<file path="config.mk">
export PLATFORM = sky130hd
export DESIGN_NAME = ifetch_unit
export DESIGN_NICKNAME = d
export VERILOG_FILES = /design/src/rtl/ifetch_unit.sv
export SDC_FILE = /design/constraint.sdc
export NUM_CORES = 1
export LEC_CHECK = 0
export ABC_AREA = 1
export BUFFER_PORTS_ARGS = -buffer_cell sky130_fd_sc_hd__buf_2
export CORE_ASPECT_RATIO = 1.2
export CORE_MARGIN = 1.5
export CORE_UTILIZATION = 57
export DETAILED_ROUTE_END_ITERATION = 6
export MAX_ROUTING_LAYER = met4
export PLACE_DENSITY_LB_ADDON = 0.25
export SLEW_MARGIN = 20
export SYNTH_ARGS = -nofsm -noshare
export SYNTH_HDL_FRONTEND = slang
export SYNTH_SLANG_ARGS = --single-unit
</file>
<file path="constraint.sdc">
create_clock -name clk -period 8.14 [get_ports clk]
set_clock_uncertainty 0.15 [all_clocks]
set_input_delay 0.407 -clock clk [delete_from_list [all_inputs] [get_ports clk]]
set_output_delay 0.407 -clock clk [all_outputs]
set_load 0.02 [all_outputs]
</file>
<file path="src/rtl/ifetch_unit.sv">
// Instruction fetch stage: owns the PC, requests words from instruction
// memory, buffers them in an in-order FIFO and hands them to decode.
// Ports: clk, reset (async, active-high)
//   imem_req/imem_addr/imem_ready      request side of instruction memory
//   imem_rvalid/imem_rdata             in-order response side
//   redirect/redirect_pc               branch/jump redirect pulse
//   instr/instr_pcplus4/instr_valid/instr_ready  decode handshake
// Optional feature: define IFETCH_BYPASS_EN to forward a response straight
// to decode when the FIFO is empty (zero-cycle fetch-to-decode latency).
module ifetch_unit #(
   parameter logic [31:0] RESET_PC   = 32'h0000_0000,
   parameter int          FIFO_DEPTH = 2
) (
   input  logic        clk,
   input  logic        reset,
   output logic        imem_req,
   output logic [31:0] imem_addr,
   input  logic        imem_ready,
   input  logic        imem_rvalid,
   input  logic [31:0] imem_rdata,
   input  logic        redirect,
   input  logic [31:0] redirect_pc,
   output logic [31:0] instr,
   output logic [31:0] instr_pcplus4,
   output logic        instr_valid,
   input  logic        instr_ready
);

   localparam int AW = (FIFO_DEPTH > 1) ? $clog2(FIFO_DEPTH) : 1;
   localparam int CW = $clog2(FIFO_DEPTH) + 1;
   localparam logic [CW:0] DEPTH_C = (CW+1)'(FIFO_DEPTH);

   logic [31:0]   pc_q, pc_d;
   logic          started_q;
   logic [CW-1:0] out_q, out_d;
   logic [CW-1:0] drop_q, drop_d;

   logic [31:0]   f_data_q [FIFO_DEPTH];
   logic [31:0]   f_tag_q  [FIFO_DEPTH];
   logic [AW-1:0] f_wp_q, f_wp_d;
   logic [AW-1:0] f_rp_q, f_rp_d;
   logic [CW-1:0] f_cnt_q, f_cnt_d;

   logic [31:0]   t_q [FIFO_DEPTH];
   logic [AW-1:0] t_wp_q, t_wp_d;
   logic [AW-1:0] t_rp_q, t_rp_d;

   logic [CW:0]   inflight;
   logic          issue;
   logic          rsp;
   logic          rsp_keep;
   logic          drop_nz;
   logic          fifo_ne;
   logic          push;
   logic          pop;
   logic [31:0]   tag_head;
   logic          unused_rpc;

   assign unused_rpc = ^redirect_pc[1:0];

   // Credits cover both words in flight and words already buffered,
   // so a response always has a FIFO slot waiting for it.
   assign inflight  = {1'b0, out_q} + {1'b0, f_cnt_q};
   assign imem_req  = started_q & ~redirect & (inflight < DEPTH_C);
   assign imem_addr = pc_q;
   assign issue     = imem_req & imem_ready;

   // A response with nothing outstanding is a protocol error: ignore it.
   assign rsp      = imem_rvalid & (out_q != '0);
   assign drop_nz  = (drop_q != '0);
   assign rsp_keep = rsp & ~drop_nz & ~redirect;
   assign fifo_ne  = (f_cnt_q != '0);
   assign tag_head = t_q[t_rp_q];

   always_comb begin
      instr_valid   = fifo_ne & ~redirect;
      instr         = f_data_q[f_rp_q];
      instr_pcplus4 = f_tag_q[f_rp_q];
      push          = rsp_keep;
`ifdef IFETCH_BYPASS_EN
      if (rsp_keep && !fifo_ne) begin
         instr         = imem_rdata;
         instr_pcplus4 = tag_head;
         instr_valid   = 1'b1;
         push          = ~instr_ready;
      end
`endif
   end

   assign pop = fifo_ne & instr_valid & instr_ready;

   always_comb begin
      pc_d    = pc_q;
      out_d   = out_q + CW'(issue) - CW'(rsp);
      drop_d  = drop_q - CW'(rsp & drop_nz);
      f_wp_d  = push ? f_wp_q + AW'(1) : f_wp_q;
      f_rp_d  = pop ? f_rp_q + AW'(1) : f_rp_q;
      f_cnt_d = f_cnt_q + CW'(push) - CW'(pop);
      t_wp_d  = issue ? t_wp_q + AW'(1) : t_wp_q;
      t_rp_d  = rsp_keep ? t_rp_q + AW'(1) : t_rp_q;
      if (issue) begin
         pc_d = pc_q + 32'd4;
      end
      if (redirect) begin
         // Every request still in flight after this cycle is stale.
         pc_d    = {redirect_pc[31:2], 2'b00};
         drop_d  = out_q - CW'(rsp);
         f_wp_d  = '0;
         f_rp_d  = '0;
         f_cnt_d = '0;
         t_wp_d  = '0;
         t_rp_d  = '0;
      end
   end

   always_ff @(posedge clk or posedge reset) begin
      if (reset) begin
         pc_q      <= RESET_PC;
         started_q <= 1'b0;
         out_q     <= '0;
         drop_q    <= '0;
         f_wp_q    <= '0;
         f_rp_q    <= '0;
         f_cnt_q   <= '0;
         t_wp_q    <= '0;
         t_rp_q    <= '0;
         for (int i = 0; i < FIFO_DEPTH; i++) begin
            f_data_q[i] <= '0;
            f_tag_q[i]  <= '0;
            t_q[i]      <= '0;
         end
      end else begin
         pc_q      <= pc_d;
         started_q <= 1'b1;
         out_q     <= out_d;
         drop_q    <= drop_d;
         f_wp_q    <= f_wp_d;
         f_rp_q    <= f_rp_d;
         f_cnt_q   <= f_cnt_d;
         t_wp_q    <= t_wp_d;
         t_rp_q    <= t_rp_d;
         if (push) begin
            f_data_q[f_wp_q] <= imem_rdata;
            f_tag_q[f_wp_q]  <= tag_head;
         end
         if (issue) begin
            t_q[t_wp_q] <= pc_q + 32'd4;
         end
      end
   end

endmodule

</file>
==> flow_summary.toml, run 1 <==
[worst_setup_path]
worstPathArrival_ns = 3.56
worstPathRequired_ns = 8.36
r2r_cells = 11
path_max_fanout = 31
critical_path_class = "reg2reg"
crit_path_start_kind = "flop"
end_kind = "flop"

[placed_design]
pre_cts_slack_ns = 4.77
post-place-cells = 1664
gp_congestion = 0.874
dp_hpwl_mm = 14.9
port-buffer-count = 161

[synth]
syn_area_um2 = 10900
yosysTopAreaCellShare_pct = 51.6
synthCells = 1302
synthTopCellsByArea = "dfrtp_1 52%, nand2_1 18%, mux2_2 6.4%"
syn_avg_cell_area_um2 = 8.38
yosys_warnings = 0
ys_types = 35
synth_top_cell_by_area = "dfrtp_1"
synth.ff_latch_count = 225
synth_seq_area_share_pct = 51.6

[clock_network]
clkTransAtPathRegs_ns = 0.06
postCtsSetupRepairBufs = 0
numCtsBuffers = 23
h-tree-depth = 1
holdBufCountCts = 17
cts_buffer_depth = 3
cts_sinks = 225
cts_tree = "built"
post_cts_resized = 0
root_buffer = "clkbuf_16"
clkLatencyLatePin_ns = 0.50

[route]
drt-total-wl_mm = 23.4
ant_nets = 0
drt_iter0_markers = 547
dr.pass1.iters = 5
drcViolationCount = 0
viasPerCell = 4.94
vias = 8499
wl_per_cell_um = 13.6

[global_route]
grt_use_total_pct = 24.7
grt_max_degree = 149
grt_pass1_vias = 8107
grt_pass1_wl_mm = 39.1
antenna_found_initial = 0
grt_overflow = 0

[power]
power_density_nw_per_um2 = 331
ir_drop_mv = 0.203
p_leak_nw = 6.72

[sta]
max_clock_freq_mhz = 299
min_period_ns = 3.34
period_share_pct = 41.1
holdWs_ns = 0.0117
hold_viol_final = 0
setup_tns_ns = 0
slew_headroom_pct = 29.9
rsz0062_at_grt = "no"
fin_ws_ns = 4.80
maxSlewViolCount = 0
setup_viol = 0
tightest_slew_ns = 1.05

[final_layout]
drive_gt1_share_pct = 20.3
antenna_cells = 0
syn_to_final_growth_pct = 15.9
fin_cells = 1722
fin_nets = 1530

[floorplan]
io_pins = 168
die_area_um2 = 20000
num_rows = 55
die_y_um = 155
dieWidth_um = 129
fp.coreArea_um2 = 18800
start_util_pct = 58.0

[hold_path]
hold-path-cell-count = 3
min_path_type = "in2reg"

[job]
cap_violations = 0

[outcome]
status = "finished, final reports clean"
==> worst max-delay path: stages (launching register included) <==
cell and delay [ns]:
dfrtp_1 0.41, nand2_1 0.07, inv_1 0.04, fa_1 0.43, nor2_1 0.15, nand3_2 0.11, inv_2 0.06, nand2_1 0.35
nor2_4 0.74, inv_2 0.46, nand2_1 0.16, o21ai_1 0.07
==> flip-flops by register name, summed over array words and instances (netlist names) <==
name       count
drop_q         2
f_cnt_q        2
f_data_q      64
f_rp_q         1
f_tag_q       60
f_wp_q         1
imem_addr     30
out_q          2
started_q      1
t_q           60
t_rp_q         1
t_wp_q         1
==> through the flow <==
stage	total power (W)	instance area, um^2	utilization (%)
floorplan	0.00277	10900	-
global placement	0.00310	11700	62.2
detailed placement	0.00316	11700	62.2
CTS	0.00422	12600	67.1
global route	0.00450	12600	67.3
finish	0.00419	12600	67.3
==> per-layer routing <==
metal / vias to the layer above / share of wire, % / global-route usage (%)
met3: 34 / 6.1 / 3.53
met1: 3893 / 45 / 33.7
met4: 0 / 1.9 / 6.47
met2: 215 / 47 / 38.9
met5: - / 0 / -
li1: 4357 / - / -
==> final timing paths <==
| kind | startpoint | endpoint | slack, ns |
|---|---|---|---|
| setup reg to reg | out_q[0]$_DFF_PP0_ | t_q[39]$_DFFE_PP0P_ | 4.80 |
| setup / recovery | out_q[0]$_DFF_PP0_ | t_q[39]$_DFFE_PP0P_ | 4.80 |
| max in group asynchronous | reset | f_rp_q$_DFFE_PP0P_ | 5.75 |
| hold reg to reg | t_q[5]$_DFFE_PP0P_ | t_q[5]$_DFFE_PP0P_ | 0.32 |
| min in group asynchronous | reset | f_data_q[25]$_DFFE_PP0P_ | 0.31 |
| hold / removal | redirect_pc[8] | imem_addr[8]$_DFFE_PP0P_ | 0.01 |
==> synth_stat cells (all sizes together) <==
library cell,instances
xnor2,6
clkinv,1
clkbuf,19
fa,1
o211ai,6
ha,7
dfrtp,225
o21ai,166
xor2,14
inv,132
buf,44
nand2,539
mux2,62
conb,2
mux2i,1
o21bai,1
o21a,1
nor2,51
nand3,22
and2,2
==> cell usage in the layout (no fill, tap or decap), drive strengths merged, types with 2 or more instances in the layout <==
cell | synthesis | layout
and2 | 2 | 2
mux2 | 62 | 62
inv | 132 | 132
bufinv | 0 | 2
conb | 2 | 5
buf | 44 | 167
ha | 7 | 7
dlygate4sd3 | 0 | 18
nor2 | 51 | 51
nand3 | 22 | 22
xnor2 | 6 | 6
clkinv | 1 | 5
o211ai | 6 | 6
clkbuf | 19 | 33
o21ai | 166 | 166
xor2 | 14 | 14
dfrtp | 225 | 225
nand2 | 539 | 539
==> layout make-up <==
type / instances / area [um^2]
Clock buffer: 33 / 663
Clock inverter: 6 / 80.1
Fill cell: 1608 / 6150
Inverter: 133 / 509
Multi-Input combinational cell: 884 / 4380
Sequential cell: 225 / 5630
Tap cell: 256 / 320
Timing Repair Buffer: 185 / 1050
==> report_power, final <==
group	switching [W]	internal [W]	total (W)
sequential	0.000232	0.00152	0.00175
clock	0.000416	0.000625	0.00104
combinational	0.000857	0.000542	0.00140
==> kinds of logic after synthesis <==
kind of cell / count (synthesis) / share of synthesized area (%)
buffers and inverters: 196 / 8.27
xor gates and xnor gates: 20 / 1.74
adders and majority gates: 8 / 0.987
muxes: 63 / 6.49
AOI/OAI and AO/OA: 174 / 8.35
DFF: 225 / 51.6
and+or+nand+nor: 614 / 22.5
other: 2 / 0.0689
No activity file was read; power rests on OpenSTA's default activity.
==> run 2: changes to the inputs <==
--- a/config.mk
+++ b/config.mk
@@ -5,7 +5,7 @@
 export SDC_FILE = /design/constraint.sdc
 export NUM_CORES = 1
 export LEC_CHECK = 0
-export ABC_AREA = 1
+export ABC_AREA = 0
 export BUFFER_PORTS_ARGS = -buffer_cell sky130_fd_sc_hd__buf_2
 export CORE_ASPECT_RATIO = 1.2
 export CORE_MARGIN = 1.5
==> constraint.sdc (replaced) <==
create_clock -name clk -period 3.3 [get_ports clk]
set_clock_uncertainty 0.15 [all_clocks]
set_input_delay 0.165 -clock clk [delete_from_list [all_inputs] [get_ports clk]]
set_output_delay 0.165 -clock clk [all_outputs]
set_load 0.02 [all_outputs]
==> run 2 against run 1 <==
Compared with the run above:
- sequential power rose to 2.5 times the previous value
- register-to-register slack got worse by 4.4 ns
- clock power rose by 130%
- power increased by 150%
- count of clock-buffer cells in the layout grew 4
- non-clock buffer count increased by 62
- utilization grew 3.7 points
- die area shrank 3.8%
- synthesized area is 3.8% lower
- synthesized cell count shrank 26%
- global-route usage is 0.21 points higher
- worst setup slack worse by 4.4 ns
==> flow_summary.toml, run 2 <==
[sta]
tightest_slew_ns = 1.00
holdWs_ns = 0.0587
hold_viol_final = 0
slew_headroom_pct = 33.2
setup_viol = 0
rsz0062_at_grt = "no"
period_share_pct = 89.2
maxSlewViolCount = 0
setup_tns_ns = 0
min_period_ns = 2.94
max_clock_freq_mhz = 340

[global_route]
antenna_found_initial = 0
grt_pass1_vias = 7749
grt_use_total_pct = 24.9
grt_max_degree = 93
grt_pass1_wl_mm = 38.4
grt_overflow = 0

[route]
drt-total-wl_mm = 23.4
viasPerCell = 5.76
ant_nets = 0
drcViolationCount = 0
vias = 8038
wl_per_cell_um = 16.7
drt_iter0_markers = 427
dr.pass1.iters = 5

[floorplan]
start_util_pct = 57.9
io_pins = 168
die_y_um = 152
num_rows = 54
dieWidth_um = 127
fp.coreArea_um2 = 18100
die_area_um2 = 19200

[outcome]
status = "finished, final reports clean"

[final_layout]
final_core_util_pct = 71.0
reg.largest.list = "f_data_q (64), f_tag_q (60), t_q (60)"
final_cell_mix = "224 x dfrtp_1, 161 x buf_2, 126 x mux2_2"
largest_reg_flops = 64
top_register = "f_data_q"
final_common_cell = "dfrtp_1"
drive_gt1_share_pct = 29.4
syn_to_final_growth_pct = 22.6
antenna_cells = 0
fin_nets = 1236

[power]
p_leak_nw = 5.90
comb_power_share_pct = 34.7
power.share.sequential_pct = 42.4
switching_share_pct = 34.7
internal_power_w = 0.00677
p_switching_w = 0.00360
ir_drop_mv = 0.465
pwr-share-clk_pct = 23.0
power_density_nw_per_um2 = 807

[worst_setup_path]
path_max_fanout = 17
worstPathArrival_ns = 3.21
critical_path_class = "reg2reg"
worstPathRequired_ns = 3.57
end_kind = "flop"
crit_path_start_kind = "flop"

[synth]
synthMostInstantiatedCell = "dfrtp_1"
yosysTopAreaCellShare_pct = 53.7
yosys_warnings = 0
synth_seq_area_share_pct = 53.7
ys_types = 48
synthTopCellsByArea = "dfrtp_1 54%, mux2_2 14%, o21ai_0 3.8%"
async_flop_share_pct = 100
synthCells = 958
synth_commonest_cells = "225 x dfrtp_1, 126 x mux2_2, 82 x nand2_1, 80 x o21ai_0, 69 x nor2_1"
syn_area_um2 = 10500
ys.flop_type = "dfrtp_1"
syn_avg_cell_area_um2 = 10.9
synth_edf_count = 0
synth.ff_latch_count = 225
synth_top_cell_by_area = "dfrtp_1"

[clock_network]
root_buffer = "clkbuf_16"
cts_sinks = 225
clkTransAtPathRegs_ns = 0.06
h-tree-depth = 1
cts_buffer_depth = 3
numCtsBuffers = 22
clkLatencyLatePin_ns = 0.50
cts_tree = "built"

[job]
cap_violations = 0

[placed_design]
gp_congestion = 0.816
dp_hpwl_mm = 14.8
port-buffer-count = 161

[hold_path]
min_path_type = "in2async"
## run 2: cell count changes after synthesis, sizes merged, moves of 12 or more
cell	before	now
nand2	539	82
o21ai	166	81
nand4	0	12
mux2i	1	32
a22oi	0	16
mux2	62	126
nor2	51	70
clkbuf	19	55
buf	44	19
or3	0	15
a21oi	0	34
inv	132	12
or4	0	17
a31oi	0	32
## run 2: power by group through the flow
stage,clock (W),sequential (W),combinational (W)
after detailed placement,0,0.00443,0.00351
after global routing,0.00253,0.00454,0.00395
after global placement,0,0.00436,0.00344
final,0.00238,0.00439,0.00360
after CTS,0.00243,0.00439,0.00361
after floorplan,0,0.00431,0.00257
## run 2: metal layers
layer  global-route usage (%)  part of all wire (%)  vias to the layer above
met1                     34.2                    45                     3946
met4                     5.68                   1.5                        0
li1                         -                     -                     3844
met2                     40.2                    49                      214
met3                     3.05                   4.7                       34
met5                        -                     0                        -
## run 2: cell type report
cell class | instances | area, um^2
tap | 224 | 280
multi-input combinational | 650 | 4530
fill | 1346 | 5250
clock buffer | 37 | 678
clock inverter | 1 | 5.00
timing repair buffer | 247 | 1680
sequential | 225 | 5630
inverter | 12 | 48.8
## run 2: path summary, 6_finish.rpt
path / endpoint / slack (ns) / start / depth (start not counted)
min in group clk: drop_q[0]$_DFF_PP0_ / 0.14 / imem_rvalid / 5
worst min register to register: f_tag_q[62]$_DFFE_PP0P_ / 0.33 / f_tag_q[62]$_DFFE_PP0P_ / 2
worst max-delay path: out_q[1]$_DFF_PP0_ / 0.36 / out_q[0]$_DFF_PP0_ / 10
max in group asynchronous: t_q[52]$_DFFE_PP0P_ / 2.16 / reset / 4
worst min-delay path: f_tag_q[56]$_DFFE_PP0P_ / 0.06 / reset / 3
worst max register to register: out_q[1]$_DFF_PP0_ / 0.36 / out_q[0]$_DFF_PP0_ / 10
## run 2: critical path, cell delays in order, from the launching register on
cell and delay (ns):
dfrtp_1 0.42, and2_1 0.16, fa_1 0.43, or4b_4 0.60, nor2_4 0.12, inv_2 0.14
ha_1 0.32, inv_1 0.04, ha_1 0.18, xnor2_1 0.17, xnor2_1 0.14
## run 2: repair_timing
item,4_1_cts,5_1_grt
gates resized for setup,0,0
hold endpoints to repair,326,0
buffers inserted,0,0
hold buffers,66,0
## run 2: logic make-up after synthesis
logic type | share of synthesized area [%]
and+or+nand+nor | 12.4
DFF | 53.7
AOI/OAI and AO/OA | 11.2
muxes | 16.6
buffers and inverters | 3.40
xor gates and xnor gates | 1.67
adders and majority gates | 1.03
other | 0.0716
## run 2: metrics by stage
| step | instances | total power, W | instance area [um^2] | setup WS, ns |
|---|---|---|---|---|
| detailed placement | 1292 | 0.00795 | 11500 | 0.381 |
| floorplan | 961 | 0.00688 | 10500 | 0.0470 |
| finish | 1396 | 0.0104 | 12900 | 0.356 |
| global placement | 1292 | 0.00779 | 11500 | 0.414 |
| CTS | 1396 | 0.0104 | 12900 | 0.334 |
| global route | 1396 | 0.0110 | 12900 | 0.239 |
